==> src/rtl/mem_port_arbiter.sv <==
// Two-master, one-slave memory port arbiter: round-robin request grant with a lock that
// holds a stalled request in place, and in-order response routing through a small ID FIFO.
module mem_port_arbiter #(
  parameter int ADDR_WIDTH      = 32,
  parameter int DATA_WIDTH      = 32,
  parameter int MAX_OUTSTANDING = 4
) (
  input  logic                      clk,
  input  logic                      rst,
  input  logic                      m0_req_valid,
  output logic                      m0_req_ready,
  input  logic [ADDR_WIDTH-1:0]     m0_req_addr,
  input  logic                      m0_req_we,
  input  logic [DATA_WIDTH-1:0]     m0_req_wdata,
  input  logic [DATA_WIDTH/8-1:0]   m0_req_be,
  output logic                      m0_rsp_valid,
  output logic [DATA_WIDTH-1:0]     m0_rsp_rdata,
  input  logic                      m1_req_valid,
  output logic                      m1_req_ready,
  input  logic [ADDR_WIDTH-1:0]     m1_req_addr,
  input  logic                      m1_req_we,
  input  logic [DATA_WIDTH-1:0]     m1_req_wdata,
  input  logic [DATA_WIDTH/8-1:0]   m1_req_be,
  output logic                      m1_rsp_valid,
  output logic [DATA_WIDTH-1:0]     m1_rsp_rdata,
  output logic                      s_req_valid,
  input  logic                      s_req_ready,
  output logic [ADDR_WIDTH-1:0]     s_req_addr,
  output logic                      s_req_we,
  output logic [DATA_WIDTH-1:0]     s_req_wdata,
  output logic [DATA_WIDTH/8-1:0]   s_req_be,
  input  logic                      s_rsp_valid,
  input  logic [DATA_WIDTH-1:0]     s_rsp_rdata,
  output logic                      err_unexpected_rsp
);

  localparam int PTR_W = $clog2(MAX_OUTSTANDING);
  localparam int CNT_W = PTR_W + 1;

  logic             rr_last_reg;
  logic             lock_valid_reg;
  logic             lock_id_reg;
  logic             err_reg;
  logic [PTR_W-1:0] wr_ptr_reg;
  logic [PTR_W-1:0] rd_ptr_reg;
  logic [CNT_W-1:0] count_reg;
  logic [CNT_W-1:0] count_next;
  logic             id_mem [MAX_OUTSTANDING];

  logic grant;
  logic grant_valid;
  logic fifo_full;
  logic fifo_empty;
  logic fire;
  logic pop;
  logic head_id;

  assign fifo_full  = (count_reg == CNT_W'(MAX_OUTSTANDING));
  assign fifo_empty = (count_reg == '0);

  // A stalled request stays locked to its master so the slave never sees it switch.
  always_comb begin
    grant = 1'b0;
    if (lock_valid_reg)
      grant = lock_id_reg;
    else if (m0_req_valid && m1_req_valid)
      grant = ~rr_last_reg;
    else if (m1_req_valid)
      grant = 1'b1;
  end

  assign grant_valid  = grant ? m1_req_valid : m0_req_valid;
  assign s_req_valid  = grant_valid & ~fifo_full;
  assign fire         = s_req_valid & s_req_ready;
  assign m0_req_ready = fire & ~grant;
  assign m1_req_ready = fire & grant;

  assign s_req_addr  = grant ? m1_req_addr  : m0_req_addr;
  assign s_req_we    = grant ? m1_req_we    : m0_req_we;
  assign s_req_wdata = grant ? m1_req_wdata : m0_req_wdata;
  assign s_req_be    = grant ? m1_req_be    : m0_req_be;

  // The FIFO head is read combinationally so responses route with zero added latency.
  assign head_id      = id_mem[rd_ptr_reg];
  assign pop          = s_rsp_valid & ~fifo_empty;
  assign m0_rsp_valid = pop & ~head_id;
  assign m1_rsp_valid = pop & head_id;
  assign m0_rsp_rdata = s_rsp_rdata;
  assign m1_rsp_rdata = s_rsp_rdata;
  assign err_unexpected_rsp = err_reg;

  always_comb begin
    count_next = count_reg;
    case ({fire, pop})
      2'b10:   count_next = count_reg + CNT_W'(1);
      2'b01:   count_next = count_reg - CNT_W'(1);
      default: count_next = count_reg;
    endcase
  end

  always_ff @(posedge clk) begin
    if (fire)
      id_mem[wr_ptr_reg] <= grant;
  end

  always_ff @(posedge clk) begin
    if (rst) begin
      rr_last_reg    <= 1'b1;
      lock_valid_reg <= 1'b0;
      lock_id_reg    <= 1'b0;
      err_reg        <= 1'b0;
      wr_ptr_reg     <= '0;
      rd_ptr_reg     <= '0;
      count_reg      <= '0;
    end else begin
      if (fire) begin
        rr_last_reg    <= grant;
        lock_valid_reg <= 1'b0;
        wr_ptr_reg     <= wr_ptr_reg + PTR_W'(1);
      end else if (s_req_valid) begin
        lock_valid_reg <= 1'b1;
        lock_id_reg    <= grant;
      end
      if (pop)
        rd_ptr_reg <= rd_ptr_reg + PTR_W'(1);
      if (s_rsp_valid && fifo_empty)
        err_reg <= 1'b1;
      count_reg <= count_next;
    end
  end

endmodule

==> config.mk <==
export PLATFORM = sky130hd
export DESIGN_NAME = mem_port_arbiter
export DESIGN_NICKNAME = d
export VERILOG_FILES = /design/src/rtl/mem_port_arbiter.sv
export SDC_FILE = /design/constraint.sdc
export NUM_CORES = 1
export LEC_CHECK = 0
export CAP_MARGIN = 40
export CORE_AREA = 2 2 122 124
export CTS_BUF_LIST = sky130_fd_sc_hd__clkbuf_16
export CTS_CLUSTER_DIAMETER = 150
export DETAILED_ROUTE_END_ITERATION = 10
export DIE_AREA = 0 0 124 126
export PLACE_DENSITY = 0.65
export RECOVER_POWER = 25
export SLEW_MARGIN = 20
export SYNTH_ARGS = -nofsm -noshare
export SYNTH_HDL_FRONTEND = slang
export SYNTH_SLANG_ARGS = --single-unit
==> constraint.sdc <==
create_clock -name clk -period 3.5 [get_ports clk]
set_input_delay 0.525 -clock clk [delete_from_list [all_inputs] [get_ports clk]]
set_output_delay 0.525 -clock clk [all_outputs]
set_load 0.02 [all_outputs]
==> impl_metrics.py, run 1 <==
metrics = {
    "detailed_routing": {
        "drt-total-wl_um": 8760,
        "via_count": 2119,
        "drc_errors": 0,
        "antenna_left": 0,
        "viasPerCell": 3.77,
        "drt_first_pass_iters": 4,
        "drt-initial-drc-count": 61,
        "wl_per_cell_um": 15.6,
    },
    "clock_tree": {
        "cts_tree": "built",
        "post_cts_resized": 0,
        "clock_latency_ns": 0.25,
        "cts_num_sinks": 17,
        "cts.clk_slew.worst_paths_ns": 0.05,
        "root_buffer": "clkbuf_16",
        "cts_setup_buffers": 0,
        "h-tree-depth": 1,
        "numCtsBuffers": 3,
        "cts_hold_buf": 0,
        "cts_buffer_depth": 2,
    },
    "synth": {
        "synth_edf_count": 4,
        "netlist_top_cells_count": "70 x mux2_2, 65 x buf_4, 13 x dfxtp_1, 13 x nor2_1",
        "ys_seq_elements": 17,
        "synth_cell_types": 33,
        "synth_area_leaders": "mux2_2 37%, buf_4 23%, dfxtp_1 12%, edfxtp_1 5.6%, ha_1 2.9%",
        "yosysSeqAreaShare": 0.178,
        "syn_area_per_cell_um2": 9.51,
        "synthArstFlopShare": 0,
        "synth_top_area_frac": 0.368,
        "synth.mux.area_fraction": 0.393,
        "netlist_instances": 225,
        "synth-simple-area-share": 0.0795,
        "yosysTopAreaCell": "mux2_2",
        "synthFlopType": "dfxtp_1",
        "synth_top_family_by_area": "multiplexers",
        "ys_warn_count": 0,
        "syn_nets": 407,
        "syn-cell-area_um2": 2140,
        "synthAdderAreaFrac": 0.0386,
        "synthXorXnorAreaFrac": 0.0164,
        "synth_compound_area_frac": 0.0345,
        "yosysMostFrequentCell": "mux2_2",
    },
    "worst_hold_path": {
        "hold_end": "err_unexpected_rsp$_SDFFE_PP0P_",
        "hold_depth": 2,
        "hp-class": "reg2reg",
        "hp-start": "err_unexpected_rsp$_SDFFE_PP0P_",
    },
    "floorplan": {
        "die_h_um": 126,
        "die_w_um": 124,
        "pin_count": 315,
        "core-area_um2": 14300,
        "fp-row-count": 44,
        "die_area_um2": 15600,
        "initial_core_util": 0.150,
    },
    "setup_path": {
        "startpoint": "m1_req_valid",
        "critPathLaunchType": "input port",
        "critical_path_class": "in2out",
        "ff2ff_setup_slack_ns": 1.02,
        "cp.arrival_ns": 2.63,
        "reg2reg_from": "count_reg[2]$_SDFFE_PP0P_",
        "r2r.worst_path.cells": 10,
        "r2r_end": "count_reg[2]$_SDFFE_PP0P_",
        "end_kind": "output pin",
        "cp.required_ns": 2.97,
        "cp_max_fo": 39,
    },
    "global_route": {
        "grt-ovfl-total": 0,
        "grt_pass1_wl_um": 13000,
        "grt_usage": 0.107,
        "grt_max_degree": 40,
        "grt_pass1_vias": 2350,
        "antenna_found_initial": 0,
    },
    "run": {
        "cap_violations": 0,
    },
    "sta": {
        "setup_viol": 0,
        "hold_viol_final": 0,
        "max_slew_margin": 0.621,
        "hold_ws_ns": 0.508,
        "setup_tns_ns": 0,
        "period_needed_ns": 3.15,
        "worstMarginPinSlew_ns": 0.567,
        "rsz0062_at_grt": "no",
        "fmax_mhz": 317,
        "maxSlewViolCount": 0,
        "finalCritPeriodShare": 0.900,
        "fin_worst_skew_ns": 0.00206,
    },
    "layout": {
        "drive_gt1_frac": 0.217,
        "nFillCells": 1531,
        "seq_area_um2": 380,
        "multi_input_area_um2": 1200,
        "diodes": 0,
        "synthToLayoutAreaGrowth_pct": 94.4,
        "finalNetCount": 561,
    },
    "placement": {
        "gp_congestion": 0.954,
        "dp_hpwl_um": 7690,
        "io_buffer_count": 218,
    },
    "power_and_ir_drop": {
        "vdd_drop_max_v": 0.000178,
        "power_density_nw_per_um2": 372,
        "cellLeakagePower_nw": 1.56,
    },
    "run_status": {
        "outcome": "finished, final reports clean",
    },
}
-- power by group --
part,internal (mW),leakage [nW],switching [mW]
clock network,0.153,0.0409,0.0740
logic,0.581,1.38,0.450
registers,0.250,0.144,0.0402
-- kinds of logic after synthesis --
| group | count (synthesis) |
|---|---|
| xor gates and xnor gates | 4 |
| and+or+nand+nor | 33 |
| buffers and inverters | 81 |
| DFF | 17 |
| muxes | 74 |
| AOI/OAI and AO/OA | 10 |
| adders and majority gates | 6 |
-- metrics by stage --
step / cells / util / cell area [um^2] / setup WS (ns) / power, mW
4_1_cts: 562 / 0.291 / 4160 / 0.333 / 1.57
6_report: 562 / 0.291 / 4160 / 0.349 / 1.55
3_5_place_dp: 558 / 0.285 / 4080 / 0.348 / 1.33
5_1_grt: 562 / 0.291 / 4160 / 0.256 / 1.64
2_1_floorplan: 225 / - / 2140 / 0.997 / 0.927
3_3_place_gp: 558 / 0.285 / 4080 / 0.363 / 1.31
-- layout by cell type, fill, tap and decap left out, types with 2 or more instances in the layout --
cell type / n
xor2_1: 3
buf_4: 2
clkbuf_16: 3
nor2b_1: 3
and3_1: 4
o21ai_0: 2
a21oi_1: 3
and2_1: 2
buf_12: 2
ha_1: 5
edfxtp_1: 4
nand2b_1: 2
nor3_1: 3
clkdlybuf4s50_1: 218
dfxtp_1: 13
mux2i_1: 2
inv_1: 7
mux2_2: 70
nor2_1: 13
nand2_1: 2
-- per-layer routing --
metal	vias up	global-route usage	share of wire
li1	1015	-	-
met2	132	0.194	0.52
met1	966	0.125	0.39
met5	-	0	0
met4	0	0.0132	0.0058
met3	6	0.0322	0.088
-- worst max path at each step --
stage,depth (start not counted),end,slack (ns)
3_5_place_dp,6,s_req_addr[30],0.35
3_3_place_gp,6,s_req_addr[30],0.36
2_1_floorplan,11,count_reg[2]$_SDFFE_PP0P_,1.0
6_report,6,s_req_addr[21],0.35
5_1_grt,6,s_req_addr[16],0.26
4_1_cts,6,s_req_addr[30],0.33
-- critical path: stages --
cell	delay, ns
clkdlybuf4s50_1	0.44
nor2b_1	0.15
a22oi_2	0.26
buf_12	0.26
mux2_2	0.38
clkdlybuf4s50_1	0.57
-- final cells by class --
type | instances | area share
clock inverters | 1 | 0.00120
repair buffers | 222 | 0.538
inverters | 8 | 0.00722
clock buffers | 3 | 0.0180
flip-flops and latches | 17 | 0.0914
well taps | 184 | 0.0553
multi-input cells | 127 | 0.289
No activity file was read; power rests on OpenSTA's default activity.
==> inputs of run 2 (changes only) <==
Clock period 3.5 ns to 4.05 ns, I/O delays scaled along.
==> run 2 against run 1 <==
Net effect: worst hold slack got worse by 0.031 ns; first-iteration DRC count increased by 21%; register-to-register slack improved by 0.42 ns; final area decreased by 0.99%.
==> impl_metrics.py, run 2 (synthesis gave the netlist of run 1 again) <==
metrics = {
    "sta": {
        "fin_ws_ns": 0.634,
        "hold_viol_final": 0,
        "fmax_mhz": 293,
        "fin_worst_skew_ns": 0.00140,
        "period_needed_ns": 3.42,
        "finalCritPeriodShare": 0.843,
        "worstMarginPinSlew_ns": 0.572,
        "rsz0062_at_grt": "no",
        "setup_tns_ns": 0,
        "max_slew_margin": 0.618,
        "setup_viol": 0,
        "maxSlewViolCount": 0,
    },
    "layout": {
        "synthToLayoutAreaGrowth_pct": 92.5,
        "drive_gt1_frac": 0.210,
        "layout_commonest_cell": "clkdlybuf4s50_1",
        "diodes": 0,
        "finalNetCount": 559,
        "final_cells": 560,
        "final_cell_mix": "218 x clkdlybuf4s50_1, 70 x mux2_2, 13 x nor2_1, 13 x dfxtp_1, 8 x inv_1",
        "nFillCells": 1519,
    },
    "floorplan": {
        "die_h_um": 126,
        "pin_count": 315,
        "fp-row-count": 44,
        "die_area_um2": 15600,
        "core-area_um2": 14300,
        "initial_core_util": 0.150,
        "die_w_um": 124,
    },
    "detailed_routing": {
        "drt-initial-drc-count": 74,
        "via_count": 2120,
        "wl_per_cell_um": 15.2,
        "drt_first_pass_iters": 2,
        "drt-total-wl_um": 8490,
        "antenna_left": 0,
        "viasPerCell": 3.79,
        "drc_errors": 0,
    },
    "worst_hold_path": {
        "hp-class": "reg2reg",
    },
    "clock_tree": {
        "clock_latency_ns": 0.25,
        "cts_num_sinks": 17,
        "post_cts_resized": 0,
        "h-tree-depth": 1,
        "numCtsBuffers": 3,
        "cts_hold_buf": 0,
        "root_buffer": "clkbuf_16",
        "cts_setup_buffers": 0,
        "cts.clk_slew.worst_paths_ns": 0.05,
        "cts_buffer_depth": 2,
        "cts_tree": "built",
    },
    "placement": {
        "post-place-ws_ns": 0.643,
        "dp_hpwl_um": 7570,
        "gp_congestion": 0.814,
        "dp.cells": 556,
        "io_buffer_count": 218,
    },
    "setup_path": {
        "cp.required_ns": 3.44,
        "crit_chain": "clkdlybuf4s50_1, nor2b_1, a22oi_2, buf_4, mux2_2, clkdlybuf4s50_1",
        "cp.arrival_ns": 2.81,
        "end_kind": "output pin",
        "slowest_delay_ns": 0.58,
        "critical_path_class": "in2out",
        "cp_max_fo": 39,
        "path_common_cell": "clkdlybuf4s50_1",
        "critPathLaunchType": "input port",
        "cpMaxStageDelayCell": "clkdlybuf4s50_1",
    },
    "global_route": {
        "grt_usage": 0.101,
        "grt_pass1_wl_um": 12300,
        "grt_pass1_vias": 2271,
        "grt-ovfl-total": 0,
        "antenna_found_initial": 0,
        "grt_max_degree": 40,
    },
    "power_and_ir_drop": {
        "cellLeakagePower_nw": 1.54,
        "vdd_drop_max_v": 0.000170,
        "power_density_nw_per_um2": 320,
    },
    "run_status": {
        "outcome": "finished, final reports clean",
    },
    "run": {
        "cap_violations": 0,
    },
}
-- run 2: layout make-up --
type	instances	area (um^2)	share of cell area
repair buffers	220	2200	0.533
multi-input cells	127	1200	0.292
flip-flops and latches	17	380	0.0923
well taps	184	230	0.0559
clock buffers	3	75.1	0.0182
inverters	8	30.0	0.00729
clock inverters	1	3.75	0.000911
-- run 2: critical path: cells and delay by family --
| kind | cells | cell delay [ns] |
|---|---|---|
| buffers and inverters | 3 | 1.46 |
| AND/OR/NAND/NOR | 1 | 0.15 |
| AO/OA/AOI/OAI | 1 | 0.14 |
| multiplexers | 1 | 0.43 |
-- run 2: path summary, 6_finish.rpt --
path	slack [ns]	start	cells after the start	to
setup / recovery	0.63	m1_req_valid	6	s_req_addr[30]
hold / removal	0.48	err_unexpected_rsp$_SDFFE_PP0P_	2	err_unexpected_rsp$_SDFFE_PP0P_
setup reg to reg	1.44	lock_valid_reg$_SDFFE_PP0N_	10	count_reg[2]$_SDFFE_PP0P_
hold reg to reg	0.48	err_unexpected_rsp$_SDFFE_PP0P_	2	err_unexpected_rsp$_SDFFE_PP0P_
-- run 2: through the flow --
step | hold WS (ns) | util | power (mW) | cell area (um^2)
after global routing | 0.496 | 0.288 | 1.40 | 4120
final | 0.477 | 0.288 | 1.32 | 4120
after floorplan | 0.479 | - | 0.801 | 2140
after CTS | 0.482 | 0.288 | 1.34 | 4120
after detailed placement | 0.470 | 0.282 | 1.14 | 4040
after global placement | 0.458 | 0.282 | 1.12 | 4040
-- run 2: metal layers --
metal	wire length, um	GRT usage	share of wire	vias up
li1	-	-	-	1006
met1	3250	0.117	0.38	980
met2	4400	0.184	0.52	129
met3	788	0.0308	0.093	5
met4	44	0.0145	0.0052	0
met5	0	0	0	-
-- run 2: power breakdown --
part           switching [mW]  internal, mW  leakage [nW]  total, mW
logic                   0.387         0.487          1.36      0.874
clock network          0.0625         0.131        0.0423      0.194
registers              0.0336         0.216         0.144      0.250
